## src/rtl/stepper_phase_sequencer.sv

```systemverilog
// Stepper phase sequencer: accepts move commands and walks a 4-wire stepper through its coil table.
// Optional HALF_STEP_EN selects the 8-entry half-step table instead of the 4-entry full-step table.
module stepper_phase_sequencer #(
    parameter int unsigned STEP_DIV = 10000000,
    parameter int unsigned STEPS_W  = 16,
    parameter int unsigned POS_W    = 32
) (
    input  logic               clk,
    input  logic               reset,
    input  logic               cmd_valid,
    output logic               cmd_ready,
    input  logic [STEPS_W-1:0] cmd_steps,
    input  logic               cmd_dir,
    input  logic               abort,
    output logic [3:0]         coil,
    output logic               busy,
    output logic               done,
    output logic [POS_W-1:0]   pos
);

`ifdef HALF_STEP_EN
    localparam int unsigned IDX_W = 3;
`else
    localparam int unsigned IDX_W = 2;
`endif
    localparam int unsigned DIV_W = $clog2(STEP_DIV);

    typedef enum logic {IDLE, RUN} state_t;

    state_t             state_q, state_n;
    logic [IDX_W-1:0]   idx_q, idx_n;
    logic [DIV_W-1:0]   div_q, div_n;
    logic [STEPS_W-1:0] rem_q, rem_n;
    logic               dir_q, dir_n;
    logic [3:0]         coil_n;
    logic [POS_W-1:0]   pos_n;
    logic               done_n;
    logic               busy_n;
    logic               ready_n;

    // Coil pattern {D,C,B,A} for a phase index
    function automatic logic [3:0] phase_pattern(input logic [IDX_W-1:0] i);
        logic [3:0] p;
`ifdef HALF_STEP_EN
        case (i)
            3'd0:    p = 4'b0001;
            3'd1:    p = 4'b0011;
            3'd2:    p = 4'b0010;
            3'd3:    p = 4'b0110;
            3'd4:    p = 4'b0100;
            3'd5:    p = 4'b1100;
            3'd6:    p = 4'b1000;
            default: p = 4'b1001;
        endcase
`else
        case (i)
            2'd0:    p = 4'b0011;
            2'd1:    p = 4'b0110;
            2'd2:    p = 4'b1100;
            default: p = 4'b1001;
        endcase
`endif
        return p;
    endfunction

    // Next-state and datapath
    always_comb begin
        state_n = state_q;
        idx_n   = idx_q;
        div_n   = div_q;
        rem_n   = rem_q;
        dir_n   = dir_q;
        coil_n  = coil;
        pos_n   = pos;
        done_n  = 1'b0;

        case (state_q)
            IDLE: begin
                if (cmd_valid) begin
                    if (cmd_steps == STEPS_W'(0)) begin
                        done_n = 1'b1;
                    end else begin
                        state_n = RUN;
                        rem_n   = cmd_steps;
                        dir_n   = cmd_dir;
                        div_n   = DIV_W'(0);
                        coil_n  = phase_pattern(idx_q);
                    end
                end
            end
            RUN: begin
                // Abort wins over a step due on the same edge
                if (abort) begin
                    state_n = IDLE;
                end else if (div_q == DIV_W'(STEP_DIV - 1)) begin
                    div_n  = DIV_W'(0);
                    idx_n  = dir_q ? idx_q + IDX_W'(1) : idx_q - IDX_W'(1);
                    coil_n = phase_pattern(idx_n);
                    pos_n  = dir_q ? pos + POS_W'(1) : pos - POS_W'(1);
                    rem_n  = rem_q - STEPS_W'(1);
                    if (rem_q == STEPS_W'(1)) begin
                        state_n = IDLE;
                        done_n  = 1'b1;
                    end
                end else begin
                    div_n = div_q + DIV_W'(1);
                end
            end
            default: state_n = IDLE;
        endcase

        busy_n  = (state_n == RUN);
        ready_n = (state_n == IDLE);
    end

    always_ff @(posedge clk) begin
        if (reset) begin
            state_q   <= IDLE;
            idx_q     <= '0;
            div_q     <= '0;
            rem_q     <= '0;
            dir_q     <= 1'b0;
            coil      <= 4'b0000;
            pos       <= '0;
            done      <= 1'b0;
            busy      <= 1'b0;
            cmd_ready <= 1'b1;
        end else begin
            state_q   <= state_n;
            idx_q     <= idx_n;
            div_q     <= div_n;
            rem_q     <= rem_n;
            dir_q     <= dir_n;
            coil      <= coil_n;
            pos       <= pos_n;
            done      <= done_n;
            busy      <= busy_n;
            cmd_ready <= ready_n;
        end
    end

endmodule

```

## config.mk

```make
export PLATFORM = sky130hd
export DESIGN_NAME = stepper_phase_sequencer
export DESIGN_NICKNAME = d
export VERILOG_FILES = /design/src/rtl/stepper_phase_sequencer.sv
export SDC_FILE = /design/constraint.sdc
export NUM_CORES = 1
export LEC_CHECK = 0
export BUFFER_PORTS_ARGS = -buffer_cell sky130_fd_sc_hd__buf_4
export CAP_MARGIN = 20
export CORE_MARGIN = 2
export CORE_UTILIZATION = 45
export CTS_CLUSTER_SIZE = 24
export DETAILED_ROUTE_END_ITERATION = 12
export PLACE_DENSITY = 0.61
export SLEW_MARGIN = 20
export SYNTH_ARGS = -nofsm -noshare
export SYNTH_HDL_FRONTEND = slang
export SYNTH_SLANG_ARGS = --single-unit
export TNS_END_PERCENT = 30
```

## constraint.sdc

```tcl
create_clock -name clk -period 3.7 [get_ports clk]
set_input_delay 0.925 -clock clk [delete_from_list [all_inputs] [get_ports clk]]
set_output_delay 0.925 -clock clk [all_outputs]
set_load 0.02 [all_outputs]
```

==> impl_results.md, run 1 <==
- CTS tree: done
- Synthesis-to-layout area growth: 15.9%
- Worst min path class: reg -> reg
- Yosys cell types: 66
- DR iter-0 viols: 361
- CTS resizes: 0
- WS Path Type: reg -> reg
- Antenna violations before repair: 0
- Htree depth: 3
- GR Util met3: 2.87%
- Die H: between 100 and 150 um
- Clk_skew: approximately 0.0056 ns
- Critical path fanouts, max: 23
- Longest Clk Path Bufs: 2
- Least-Margin Pin Slew: between 0.8 and 0.9 ns
- CP endpoint kind: flop
- Ratio of cells with drive above 1 in the final layout: 13.1%
- Mean area per synthesized cell: approximately 7.6 um^2
- Total GRT Usage: 23.5%
- Worst setup margin: 0.254 ns
- Asr flop ratio synth: 0%
- Power Dens Cells: 346 nW/um^2
- Post-Route WL: ~15 mm
- GR Util met2: 35.6%
- RSZ-0062 raised after global routing: false
- Vias in the first global route: 4876
- Relative slew slack: 42.4%
- YS warnings: 0
- Core box area: 11900 um^2
- Final worst path period need: 3.45 ns
- Post-synthesis cell area: 5440 um^2
- Setup WS pre-CTS: approximately 0.34 ns
- CTS Sinks: 82
- Largest net degree at the start of global routing: 41
- Detailed Place HPWL: 10.9 mm
- Routability cong.: ~0.94
- Startpoint Class: flop
- Leakage Power: 0.00271 uW
- Routed Antenna Nets: 0
- # diodes: 0
- Worst-case vdd ir drop: 0.219 mV
- Hold Fails Final Rpt: 0
- Filler Cells Inserted: 1200
- First-pass GRT wire length: around 24 mm
- CTS Root Cell: clkbuf_16
- Post-route setup TNS: 0 ns
- Fin cells: 919
- Setup bufs post-CTS: 0
- First drt pass iteration count: 5
- Commonest cells after routing, fill and taps aside: nand2_1 (101), dfxtp_1 (82), buf_4 (68)
- Overflow left after global routing: 0
- Register Area: 1640 um^2
- # nets final: 830
- Crit path arrival time: around 3.7 ns
- Via-per-instance ratio: 5.73
- Synth Flop Type: dfxtp_1
- Initial Util: 45.7%
- Drt drc: 0
- Post-synth EDFFs: 0
- Clock-pin slew on the worst setup and hold paths: 0.06 ns
- Status: finished, final reports clean
- Max Cap Viol: 0
- Yosys reg bits: 82
- Die area: 13000 um^2
- CTS Hold Buffers Added: 0
- Global routing's busiest layer: met2
- Period utilisation layout: 93.1%
- Final Setup Violations: 0
- Dpl cells: 903
- Worst-Skew Late Latency: 0.34 ns
- Met1 usage in global routing: 33.9%
- I/O Pins: 60
- Max-slew violation count: 0
- Post-Syn Nets: about 780
- Port bufs: 59
- Post-Synthesis Cells: 712
- Avg WL per Cell: 16.1 um
- Area occupied by multi-input gates: between 3000 and 4000 um^2
- Via count: 5265
- Most common cell after layout, fill and taps aside: nand2_1
- CTS Buf Count: 9
- WP data required: around 3.9 ns
- # rows: 40
- Seq/Total Area, Yosys: 30.2%
- Die span in x: 114 um
- Max Freq: between 0.2 and 0.3 GHz
-- power breakdown --
group | internal, uW | switching [uW] | total, uW
registers | 910 | 23.0 | 933
logic | 164 | 264 | 428
clock network | 455 | 367 | 822
total | 1530 | 654 | 2180
-- layout make-up --
cell class	instances	share of cell area [%]
clock inverter	4	0.457
clock buffer	12	3.75
timing repair buffer	68	8.10
inverter	22	1.31
tap	147	2.92
multi-input combinational	584	57.4
sequential	82	26.1
-- critical path: stages (launching register included) --
cell and delay [ns]:
dfxtp_1 0.35, inv_1 0.64, ha_1 0.42, nor2b_1 0.15
o21a_1 0.19, o21ai_0 0.28, a21oi_1 0.19, o2111ai_1 0.34
a21oi_1 0.19, o21ai_0 0.31, xor2_1 0.16, o21ai_0 0.08
-- kinds of logic (layout without fill, tap and decap cells) --
logic type,count (synthesis),in the layout,synth area share [%]
muxes,5,5,0.920
adders and majority gates,42,42,9.80
xor gates and xnor gates,45,45,7.25
AOI/OAI and AO/OA,207,207,23.4
DFF,82,82,30.2
and+or+nand+nor,285,285,25.0
buffers and inverters,46,106,3.43
-- state kept, by name, indices dropped and copies added, names as in the netlist --
| name | cells |
|---|---|
| cmd_ready | 1 |
| coil | 4 |
| dir_q | 1 |
| div_q | 24 |
| done | 1 |
| idx_q | 2 |
| pos | 32 |
| rem_q | 16 |
| state_q | 1 |
-- final timing paths --
path | startpoint | end | slack, ns | depth (start not counted)
min | rem_q[9] | rem_q[9] | 0.46 | 2
max | dir_q | pos[28] | 0.25 | 11
min reg2reg | rem_q[9] | rem_q[9] | 0.46 | 2
max reg2reg | dir_q | pos[28] | 0.25 | 11
-- cell usage after synthesis (3+ instances only) --
master     number  area (um^2)
a211oi_1        7         52.6
a21o_1         20          150
a21oi_1        63          315
a22oi_1         3         22.5
a31oi_1         9         56.3
and3_1          9         56.3
buf_2           5         25.0
clkbuf_1       16         60.1
dfxtp_1        82         1640
ha_1           41          513
inv_1          22         82.6
mux2i_1         5         50.1
nand2_1       101          379
nand2b_1        4         25.0
nand3_1        23          115
nand4_1        12         75.1
nor2_1         67          251
nor2b_1         5         31.3
nor3_1         20          100
nor3b_1         3         22.5
nor4_1         11         68.8
o2111ai_1       3         26.3
o211ai_1        5         37.5
o21a_1          7         52.6
o21ai_0        57          285
o21bai_1        3         22.5
o22ai_1         3         18.8
o31ai_1         6         45.0
or2_2           5         31.3
or3_1           6         37.5
xnor2_1        22          193
xor2_1         23          201
-- stage by stage --
stage          hold WS [ns]  power [uW]  util [%]  instance area [um^2]
4_1_cts               0.463        2200      52.8                  6290
6_report              0.460        2180      52.9                  6300
3_5_place_dp          0.449        1370      50.6                  6030
2_1_floorplan         0.417        1250         -                  5440
5_1_grt               0.486        2290      52.9                  6300
3_3_place_gp          0.434        1370      50.6                  6030
-- metal layers --
layer,wire length (um),vias to the layer above
li1,-,2677
met2,6470,121
met3,683,20
met5,0,-
met4,299,0
met1,7380,2447
(Power assumes the default switching activity.)
==> run 2, diff against run 1 <==
==> constraint.sdc (replaced) <==
create_clock -name clk -period 3.7 [get_ports clk]
set_input_delay 0.74 -clock clk [delete_from_list [all_inputs] [get_ports clk]]
set_output_delay 0.74 -clock clk [all_outputs]
set_load 0.02 [all_outputs]
==> impl_results.md, run 2 (synthesis results as in run 1) <==
- Status: finished, final reports clean
- Clock-pin slew on the worst setup and hold paths: 0.06 ns (about the same)
- Drt drc: 0 (unchanged)
- Port bufs: 59 (unchanged)
- Longest Clk Path Bufs: 2 (unchanged)
- Avg WL per Cell: 15.9 um (-1.3%)
- Util after Layout: 52.8% (-0.063 points)
- CTS tree: done
- Core box area: 11900 um^2 (unchanged)
- # nets final: 830 (unchanged)
- Max Cap Viol: 0 (unchanged)
- Overflow left after global routing: 0 (unchanged)
- Total GRT Usage: 23.7% (+0.21 points)
- Critical path fanouts, max: 24 (+4.3%)
- CP max stage delay: 0.66 ns (+0.02 ns)
- Worst-Skew Late Latency: 0.34 ns (about the same)
- Least-Margin Pin Slew: 0.874 ns (+0.0104 ns)
- CTS Hold Buffers Added: 0 (unchanged)
- Vias in the first global route: 5038 (+3.3%)
- # diodes: 0 (unchanged)
- Dpl cells: 903 (unchanged)
- Crit path arrival time: 3.56 ns (-0.10 ns)
- CTS Buf Count: 9 (unchanged)
- Leakage Power: 0.00272 uW (+0.37%)
- CTS Root Cell: clkbuf_16
- Worst min path class: reg -> reg
- Antenna violations before repair: 0 (unchanged)
- WP data required: 3.91 ns (about the same)
- Worst setup margin: 0.347 ns (+0.0930 ns)
- Clk_skew: 0.00693 ns (+0.00132 ns)
- # rows: 40 (unchanged)
- Routed Antenna Nets: 0 (unchanged)
- Max Freq: 0.298 GHz (+2.8%)
- Synthesis-to-layout area growth: 15.7%
- Die area: 13000 um^2 (unchanged)
- DR iter-0 viols: 390 (+8.0%)
- Htree depth: 3 (unchanged)
- WS Path Type: reg -> reg
- I/O Pins: 60 (unchanged)
- PnR Total Power: 2180 uW (-0.25%)
- Setup WS pre-CTS: 0.402 ns (+0.0613 ns)
- Relative slew slack: 41.7% (-0.69 points)
- Via-per-instance ratio: 5.73 (about the same)
- Post-route setup TNS: 0 ns (unchanged)
- Final worst path period need: 3.35 ns (-0.0930 ns)
- Power Dens Cells: 346 nW/um^2 (-0.14%)
- Commonest cells after routing, fill and taps aside: nand2_1 (101), dfxtp_1 (82), buf_4 (68)
- Routability cong.: 0.909 (-3.2%)
- Detailed Place HPWL: 10.8 mm (-0.98%)
- Hold Path Depth: 2 (unchanged)
- First drt pass iteration count: 5 (unchanged)
- CTS resizes: 0 (unchanged)
- Max-slew violation count: 0 (unchanged)
- Ratio of cells with drive above 1 in the final layout: 13.1% (unchanged)
- Post-Route WL: 14.6 mm (-1.3%)
- RSZ-0062 raised after global routing: false
- Critical-path top delay cell: inv_1
- Initial Util: 45.7% (unchanged)
- Die H: 114 um (unchanged)
- First-pass GRT wire length: 24.8 mm (+1.4%)
- Die span in x: 114 um (unchanged)
- Via count: 5269 (+0.076%)
- Startpoint Class: flop
- Setup bufs post-CTS: 0 (unchanged)
- Hold Fails Final Rpt: 0 (unchanged)
- Worst-case vdd ir drop: 0.211 mV (-3.4%)
- Fin cells: 919 (unchanged)
- CP endpoint kind: flop
- Most common cell after layout, fill and taps aside: nand2_1
- Largest net degree at the start of global routing: 42 (+2.4%)
- Final Setup Violations: 0 (unchanged)
- Top flop regs: pos: 32 flops, div_q: 24 flops, rem_q: 16 flops
- Cells along the critical path: inv_1, ha_1, a21oi_1, o21ai_0, a21boi_0, o211a_1, o211a_1, o21ai_1, a211oi_1, xor2_1, o21ai_0
- Max reg flops: 32 (unchanged)
- CTS Sinks: 82 (unchanged)
- Most flops, register: pos
- Worst r2r path cells: 11 (unchanged)
- Period utilisation layout: 90.6% (-2.5 points)
run 2: cell types whose count changed in the layout (fill, tap and decap cells not counted), sizes merged:
| cell | change |
|---|---|
| clkinvlp | -2 |
| clkinv | +1 |
| clkbuf | +1 |
run 2: metrics by stage:
stage	hold WS, ns	cell area (um^2)
after global placement	0.435	6030
after floorplan	0.417	5440
after detailed placement	0.440	6030
final	0.451	6290
after global routing	0.492	6290
after CTS	0.454	6290
run 2: power breakdown:
group | internal [uW] | switching, uW | leakage, uW
sequential | 910 | 23.0 | 0.000665
clock | 470 | 350 | 0.000133
combinational | 163 | 262 | 0.00192
total | 1540 | 635 | 0.00272
run 2: critical path, delay by kind of cell (launching register included):
kind,cells,cell delay [ns]
compound gates,8,1.56
buf+inv,1,0.66
fa+ha+maj,1,0.48
flops,1,0.35
xor+xnor,1,0.17
run 2: worst paths after layout:
| path | startpoint | end | slack [ns] |
|---|---|---|---|
| worst min-delay path | rem_q[9] | rem_q[9] | 0.45 |
| worst max-delay path | dir_q | pos[29] | 0.35 |
| worst max register to register | dir_q | pos[29] | 0.35 |
| worst min register to register | rem_q[9] | rem_q[9] | 0.45 |
run 2: layout make-up:
| class | count | area, um^2 |
|---|---|---|
| flip-flops and latches | 82 | 1640 |
| fillers | 1180 | 5620 |
| well taps | 147 | 184 |
| inverters | 22 | 82.6 |
| repair buffers | 68 | 510 |
| clock inverters | 3 | 15.0 |
| clock buffers | 13 | 250 |
| multi-input cells | 584 | 3610 |
run 2: routing by layer:
layer  vias up  routed length, um  track usage [%]
li1       2668                  -                -
met1      2453               7090             32.9
met2       130               6600             36.6
met3        18                654             5.69
met4         0                294             6.83
met5         -                  0                0
